--- src/rtl/cpu_types_pkg.sv ---
// Shared CPU-side types: RAM status, words, and the arbiter's registered grant.
package cpu_types_pkg;

    typedef logic [31:0] word_t;

    typedef enum logic [1:0] {
        FREE   = 2'd0,
        BUSY   = 2'd1,
        ACCESS = 2'd2,
        ERROR  = 2'd3
    } ramstate_t;

    typedef enum logic [1:0] {
        SRC_I  = 2'd0,
        SRC_DR = 2'd1,
        SRC_DW = 2'd2
    } src_t;

    typedef struct packed {
        logic  core;
        src_t  src;
        word_t addr;
        word_t store;
    } grant_t;

    typedef enum logic [1:0] {
        StIdle = 2'd0,
        StXfer = 2'd1,
        StDone = 2'd2
    } arb_state_t;

endpackage

--- src/rtl/ram_arbiter_if.sv ---
// Cache-side request/response bundle plus the single RAM port seen by ram_arbiter.
interface ram_arbiter_if #(
    parameter int NCORES = 2,
    parameter int WORD_W = 32
) ();

    logic [NCORES-1:0]             iREN;
    logic [NCORES-1:0]             dREN;
    logic [NCORES-1:0]             dWEN;
    logic [NCORES-1:0][WORD_W-1:0] iaddr;
    logic [NCORES-1:0][WORD_W-1:0] daddr;
    logic [NCORES-1:0][WORD_W-1:0] dstore;
    logic [NCORES-1:0]             iwait;
    logic [NCORES-1:0]             dwait;
    logic [NCORES-1:0][WORD_W-1:0] iload;
    logic [NCORES-1:0][WORD_W-1:0] dload;

    logic                          ramREN;
    logic                          ramWEN;
    logic [WORD_W-1:0]             ramaddr;
    logic [WORD_W-1:0]             ramstore;
    logic [WORD_W-1:0]             ramload;
    cpu_types_pkg::ramstate_t      ramstate;

    // Arbiter view.
    modport slave (
        input  iREN, dREN, dWEN, iaddr, daddr, dstore, ramload, ramstate,
        output iwait, dwait, iload, dload, ramREN, ramWEN, ramaddr, ramstore
    );

    // Caches + RAM view.
    modport master (
        output iREN, dREN, dWEN, iaddr, daddr, dstore, ramload, ramstate,
        input  iwait, dwait, iload, dload, ramREN, ramWEN, ramaddr, ramstore
    );

endinterface

--- src/rtl/ram_arbiter_rr_pick.sv ---
// Combinational winner select: round-robin across cores, dWEN > dREN > iREN within a core.
module rr_pick
    import cpu_types_pkg::*;
#(
    parameter int NCORES = 2
) (
    input  logic [NCORES-1:0] iren,
    input  logic [NCORES-1:0] dren,
    input  logic [NCORES-1:0] dwen,
    input  logic              rr_ptr,
    output logic              valid,
    output logic              core,
    output src_t              src
);

    logic [NCORES-1:0] req;

    assign req   = iren | dren | dwen;
    assign valid = |req;
    // Favoured core wins if it asks; otherwise the other one.
    assign core  = req[rr_ptr] ? rr_ptr : ~rr_ptr;

    always_comb begin
        src = SRC_I;
        if (dwen[core]) begin
            src = SRC_DW;
        end else if (dren[core]) begin
            src = SRC_DR;
        end
    end

endmodule

--- src/rtl/ram_arbiter.sv ---
// Memory-side arbiter: grants one cache request at a time onto the single RAM port.
module ram_arbiter
    import cpu_types_pkg::*;
#(
    parameter int NCORES  = 2,
    parameter int WORD_W  = 32,
    parameter int RR_INIT = 0
) (
    input  logic         CLK,
    input  logic         RST,
    ram_arbiter_if.slave bus
);

    arb_state_t        state_q, state_d;
    logic              rr_ptr_q;
    grant_t            grant_q, grant_d;
    logic              pick_valid;
    logic              pick_core;
    src_t              pick_src;
    logic [WORD_W-1:0] req_addr;
    logic [WORD_W-1:0] req_store;

    rr_pick #(
        .NCORES(NCORES)
    ) u_rr_pick (
        .iren  (bus.iREN),
        .dren  (bus.dREN),
        .dwen  (bus.dWEN),
        .rr_ptr(rr_ptr_q),
        .valid (pick_valid),
        .core  (pick_core),
        .src   (pick_src)
    );

    always_ff @(posedge CLK or posedge RST) begin
        if (RST) begin
            state_q  <= StIdle;
            rr_ptr_q <= 1'(RR_INIT);
            grant_q  <= '0;
        end else begin
            state_q <= state_d;
            if (state_q == StIdle && pick_valid) begin
                grant_q  <= grant_d;
                // winner + 1 mod 2
                rr_ptr_q <= ~pick_core;
            end
        end
    end

    always_comb begin
        req_addr  = (pick_src == SRC_I) ? bus.iaddr[pick_core] : bus.daddr[pick_core];
        req_store = (pick_src == SRC_DW) ? bus.dstore[pick_core] : '0;

        grant_d.core  = pick_core;
        grant_d.src   = pick_src;
        grant_d.addr  = req_addr;
        grant_d.store = req_store;

        state_d      = state_q;
        bus.iwait    = '1;
        bus.dwait    = '1;
        bus.iload    = '0;
        bus.dload    = '0;
        bus.ramREN   = 1'b0;
        bus.ramWEN   = 1'b0;
        bus.ramaddr  = '0;
        bus.ramstore = '0;

        unique case (state_q)
            StIdle: begin
                if (pick_valid) begin
                    state_d = StXfer;
                end
            end
            StXfer: begin
                // ERROR keeps the lines up so RAM retries the same access.
                bus.ramREN   = (grant_q.src != SRC_DW);
                bus.ramWEN   = (grant_q.src == SRC_DW);
                bus.ramaddr  = grant_q.addr;
                bus.ramstore = grant_q.store;
                if (bus.ramstate == ACCESS) begin
                    state_d = StDone;
                    if (grant_q.src == SRC_I) begin
                        bus.iwait[grant_q.core] = 1'b0;
                        bus.iload[grant_q.core] = bus.ramload;
                    end else begin
                        bus.dwait[grant_q.core] = 1'b0;
                        bus.dload[grant_q.core] = bus.ramload;
                    end
                end
            end
            StDone: begin
                state_d = StIdle;
            end
            default: begin
                state_d = StIdle;
            end
        endcase
    end

endmodule
--- src/flat_wrapper.sv ---
// flat-port wrapper written by rule: the top's interface ports become plain ports
module ram_arbiter_flat import cpu_types_pkg::*;
#(
    parameter int NCORES  = 2,
    parameter int WORD_W  = 32,
    parameter int RR_INIT = 0
)
  (CLK, RST, bus_iREN, bus_dREN, bus_dWEN, bus_iaddr, bus_daddr, bus_dstore, bus_ramload, bus_ramstate, bus_iwait, bus_dwait, bus_iload, bus_dload, bus_ramREN, bus_ramWEN, bus_ramaddr, bus_ramstore);
  ram_arbiter_if #(.NCORES(NCORES), .WORD_W(WORD_W)) bus_i ();
  input  logic CLK;
  input  logic RST;
  input wire logic [$bits(bus_i.iREN)-1:0] bus_iREN;
  input wire logic [$bits(bus_i.dREN)-1:0] bus_dREN;
  input wire logic [$bits(bus_i.dWEN)-1:0] bus_dWEN;
  input wire logic [$bits(bus_i.iaddr)-1:0] bus_iaddr;
  input wire logic [$bits(bus_i.daddr)-1:0] bus_daddr;
  input wire logic [$bits(bus_i.dstore)-1:0] bus_dstore;
  input wire logic [$bits(bus_i.ramload)-1:0] bus_ramload;
  input wire logic [$bits(bus_i.ramstate)-1:0] bus_ramstate;
  output wire logic [$bits(bus_i.iwait)-1:0] bus_iwait;
  output wire logic [$bits(bus_i.dwait)-1:0] bus_dwait;
  output wire logic [$bits(bus_i.iload)-1:0] bus_iload;
  output wire logic [$bits(bus_i.dload)-1:0] bus_dload;
  output wire logic [$bits(bus_i.ramREN)-1:0] bus_ramREN;
  output wire logic [$bits(bus_i.ramWEN)-1:0] bus_ramWEN;
  output wire logic [$bits(bus_i.ramaddr)-1:0] bus_ramaddr;
  output wire logic [$bits(bus_i.ramstore)-1:0] bus_ramstore;
  assign bus_i.iREN = bus_iREN;
  assign bus_i.dREN = bus_dREN;
  assign bus_i.dWEN = bus_dWEN;
  assign bus_i.iaddr = bus_iaddr;
  assign bus_i.daddr = bus_daddr;
  assign bus_i.dstore = bus_dstore;
  assign bus_i.ramload = bus_ramload;
  assign bus_i.ramstate = bus_ramstate;
  assign bus_iwait = bus_i.iwait;
  assign bus_dwait = bus_i.dwait;
  assign bus_iload = bus_i.iload;
  assign bus_dload = bus_i.dload;
  assign bus_ramREN = bus_i.ramREN;
  assign bus_ramWEN = bus_i.ramWEN;
  assign bus_ramaddr = bus_i.ramaddr;
  assign bus_ramstore = bus_i.ramstore;
  ram_arbiter #(.NCORES(NCORES), .WORD_W(WORD_W), .RR_INIT(RR_INIT)) u_core (.CLK(CLK), .RST(RST), .bus(bus_i));
endmodule
--- config.mk ---
export PLATFORM = sky130hd
export DESIGN_NAME = ram_arbiter_flat
export DESIGN_NICKNAME = d
export VERILOG_FILES = /design/src/rtl/cpu_types_pkg.sv /design/src/rtl/ram_arbiter_if.sv /design/src/rtl/ram_arbiter_rr_pick.sv /design/src/rtl/ram_arbiter.sv /design/src/flat_wrapper.sv
export SDC_FILE = /design/constraint.sdc
export NUM_CORES = 1
export LEC_CHECK = 0
export BUFFER_PORTS_ARGS = -buffer_cell sky130_fd_sc_hd__buf_2
export CAP_MARGIN = 20
export CORE_AREA = 2 2 169 171
export CTS_BUF_LIST = sky130_fd_sc_hd__clkbuf_2
export CTS_CLUSTER_SIZE = 25
export DETAILED_ROUTE_END_ITERATION = 10
export DIE_AREA = 0 0 171 173
export PLACE_DENSITY_LB_ADDON = 0.2
export SYNTH_ARGS = -nofsm -noshare
export SYNTH_HDL_FRONTEND = slang
export SYNTH_SLANG_ARGS = --single-unit
--- constraint.sdc ---
create_clock -name CLK -period 4.7 [get_ports CLK]
set_clock_uncertainty 0.1 [all_clocks]
set_input_delay 0.94 -clock CLK [delete_from_list [all_inputs] [get_ports CLK]]
set_output_delay 0.94 -clock CLK [all_outputs]
set_load 0.05 [all_outputs]
==> impl_metrics.tcl <==
set metrics [dict create \
    slew_viol_final 0 \
    power-per-cell-area_nw_per_um2 549 \
    peakVddDrop_v 0.000184 \
    antenna_found_initial 3 \
    die_h_um 173 \
    numCtsBuffers 9 \
    grt_pass1_vias 5433 \
    relSlewSlack_pct 33.3 \
    wl_per_cell_um 15.2 \
    grt_usage_pct 13.8 \
    drtAntennaViolNets 0 \
    power.total_mw 4.39 \
    final_common_cell "buf_2" \
    synth_top_cell_by_area "dfrtp_1" \
    place_congestion 0.742 \
    cts_hold_buffers 0 \
    setup_viol_count_final 0 \
    crit_type "reg -> out" \
    area_growth_pct 47.6 \
    cts.htree.levels 3 \
    hold_viol_final 0 \
    io_buffers 431 \
    grt_overflow 0 \
    yosys_warnings 0 \
    place_inst 1387 \
    drt_iter0_markers 160 \
    vias 5621 \
    viasPerCell 4.00 \
    outcome "finished, final reports clean" \
    post_cts_buffers 0 \
    drc 0 \
    avgSynthCellArea_um2 8.79 \
    yosysUniqueCellTypes 28 \
    layout_common_cells "431 x buf_2, 162 x and2_1, 96 x mux2i_1" \
    coreArea_um2 27600 \
    critPathArrivalTime_ns 2.79 \
    path_cells "and2b_1, and2_1, buf_2" \
    fp.dieW_um 171 \
    dieArea_um2 29600 \
    fillers 3073 \
    start_kind "flop" \
    endpoint_kind "output pin" \
    cts-root-buf "clkbuf_2" \
    power_leakage_nw 4.66 \
    synth_area_leaders "dfrtp_1 32%, and2_1 19%, mux2i_1 18%" \
    min_period_ns 3.83 \
    crit_fanout 37 \
    fin_hold_ws_ns 0.334 \
    clk_latency_ns 0.52 \
    min_path_type "in -> async" \
    post-place-ws_ns 0.869 \
    start_util_pct 19.6 \
    nets 1254 \
    synth_seq_area_share_pct 32.3 \
    grt_pass1_wl_mm 31.3 \
    cp_top_family "simple AND/OR/NAND/NOR gates" \
    drive_above_1_share_pct 48.8 \
    crit_buf_inv 1 \
    regArea_um2 1750 \
    num_rows 61 \
    tns_ns 0 \
    grt_max_degree 66 \
    synth_top_area_share_pct 32.3 \
    slowest_stage "and2b_1" \
    slowest_delay_ns 0.97 \
    multi_input_area_um2 3360 \
    dp_hpwl_mm 17.2 \
    cts_tree "yes" \
    setup_ws_ns 0.873 \
    path_clk_slew_ns 0.21 \
    final_cells 1404 \
    clock-sinks 70 \
    maxCapViolations 0 \
    synth_cells 616 \
    totalWireLength_mm 21.4 \
    worst_pin_slew_ns 1.00 \
    syn-cell-area_um2 5420 \
    boundaryPins 432 \
    rsz0062_at_grt "false" \
    cts-resized-gates 0 \
    first_pass_iters 4 \
    cts_buffer_depth 2 \
    timing.final.crit_share_pct 81.4 \
    cp_data_required_time_ns 3.66 \
    clock.fmax_ghz 0.261 \
    yosys_register_bits 70 \
    synth_fp_nets 850 \
]
==> metal layers <==
metal	share of wire, %	GRT usage [%]	vias up	wire (um)
met5	0	0	-	0
li1	-	-	2871	-
met4	1.5	3.57	0	311
met1	37	13.8	2499	7870
met2	54	27.7	235	11600
met3	7.4	3.34	16	1590
==> path summary, 6_finish.rpt <==
kind	startpoint	end	slack (ns)	depth (start not counted)
min	RST	u_core.grant_q[47]$_DFFE_PP0P_	0.33	2
max in group asynchronous	RST	u_core.grant_q[25]$_DFFE_PP0P_	3.24	3
min reg2reg	u_core.grant_q[8]$_DFFE_PP0P_	u_core.grant_q[8]$_DFFE_PP0P_	0.39	2
min in group CLK	u_core.grant_q[8]$_DFFE_PP0P_	u_core.grant_q[8]$_DFFE_PP0P_	0.39	2
max	u_core.grant_q[66]$_DFFE_PP0P_	bus_dload[26]	0.87	3
max reg2reg	u_core.rr_ptr_q$_DFFE_PP0P_	u_core.grant_q[32]$_DFFE_PP0P_	2.16	6
==> cells in the mapped netlist (all sizes together) <==
| master | number |
|---|---|
| and2 | 162 |
| mux2i | 96 |
| dfrtp | 70 |
| nand2 | 69 |
| o21ai | 69 |
| and3 | 34 |
| clkbuf | 33 |
| mux2 | 33 |
| buf | 18 |
| inv | 7 |
| nor2 | 5 |
| nand2b | 3 |
| nor3 | 3 |
| a211oi | 2 |
| a21o | 2 |
| a21oi | 2 |
| and2b | 2 |
| nor2b | 2 |
| a211o | 1 |
| a221oi | 1 |
| o21a | 1 |
| o32ai | 1 |
==> state kept, by name, summed over array words and instances, names as in the netlist <==
register / count
u_core.grant_q: 67
u_core.rr_ptr_q: 1
u_core.state_q: 2
==> worst register-to-register path: stages (launching register included) <==
cell and delay [ns]:
dfrtp_1 0.56, nand2b_2 0.14, o32ai_4 0.73, buf_12 0.37, mux2i_1 0.28, mux2_2 0.20
o21ai_1 0.06
==> through the flow <==
step / util [%] / cell area, um^2
3_5_place_dp: 28.5 / 7880
6_report: 28.9 / 8000
5_1_grt: 28.9 / 8000
2_1_floorplan: - / 5420
3_3_place_gp: 28.5 / 7880
4_1_cts: 28.9 / 7990
==> power by group <==
part	switching [mW]	leakage, nW	internal, mW
Combinational	2.05	3.71	0.951
Sequential	0.168	0.879	0.866
Clock	0.239	0.0691	0.119
==> area by class of cell <==
type / instances / area share, %
clock buffers: 9 / 0.563
diodes: 1 / 0.0313
clock inverters: 7 / 0.814
flip-flops and latches: 70 / 21.9
well taps: 378 / 5.92
repair buffers: 444 / 28.4
multi-input cells: 488 / 42.1
inverters: 7 / 0.344
==> kinds of logic (layout without fill, tap and decap cells) <==
logic type | count (synthesis) | count (layout) | share of synthesized area, %
AND/OR/NAND/NOR | 280 | 280 | 29.0
multiplexers | 129 | 129 | 24.6
AO/OA/AOI/OAI | 79 | 79 | 7.88
flip-flops | 70 | 70 | 32.3
buffers and inverters | 58 | 467 | 6.12
other | 0 | 1 | 0
(Power assumes the default switching activity.)
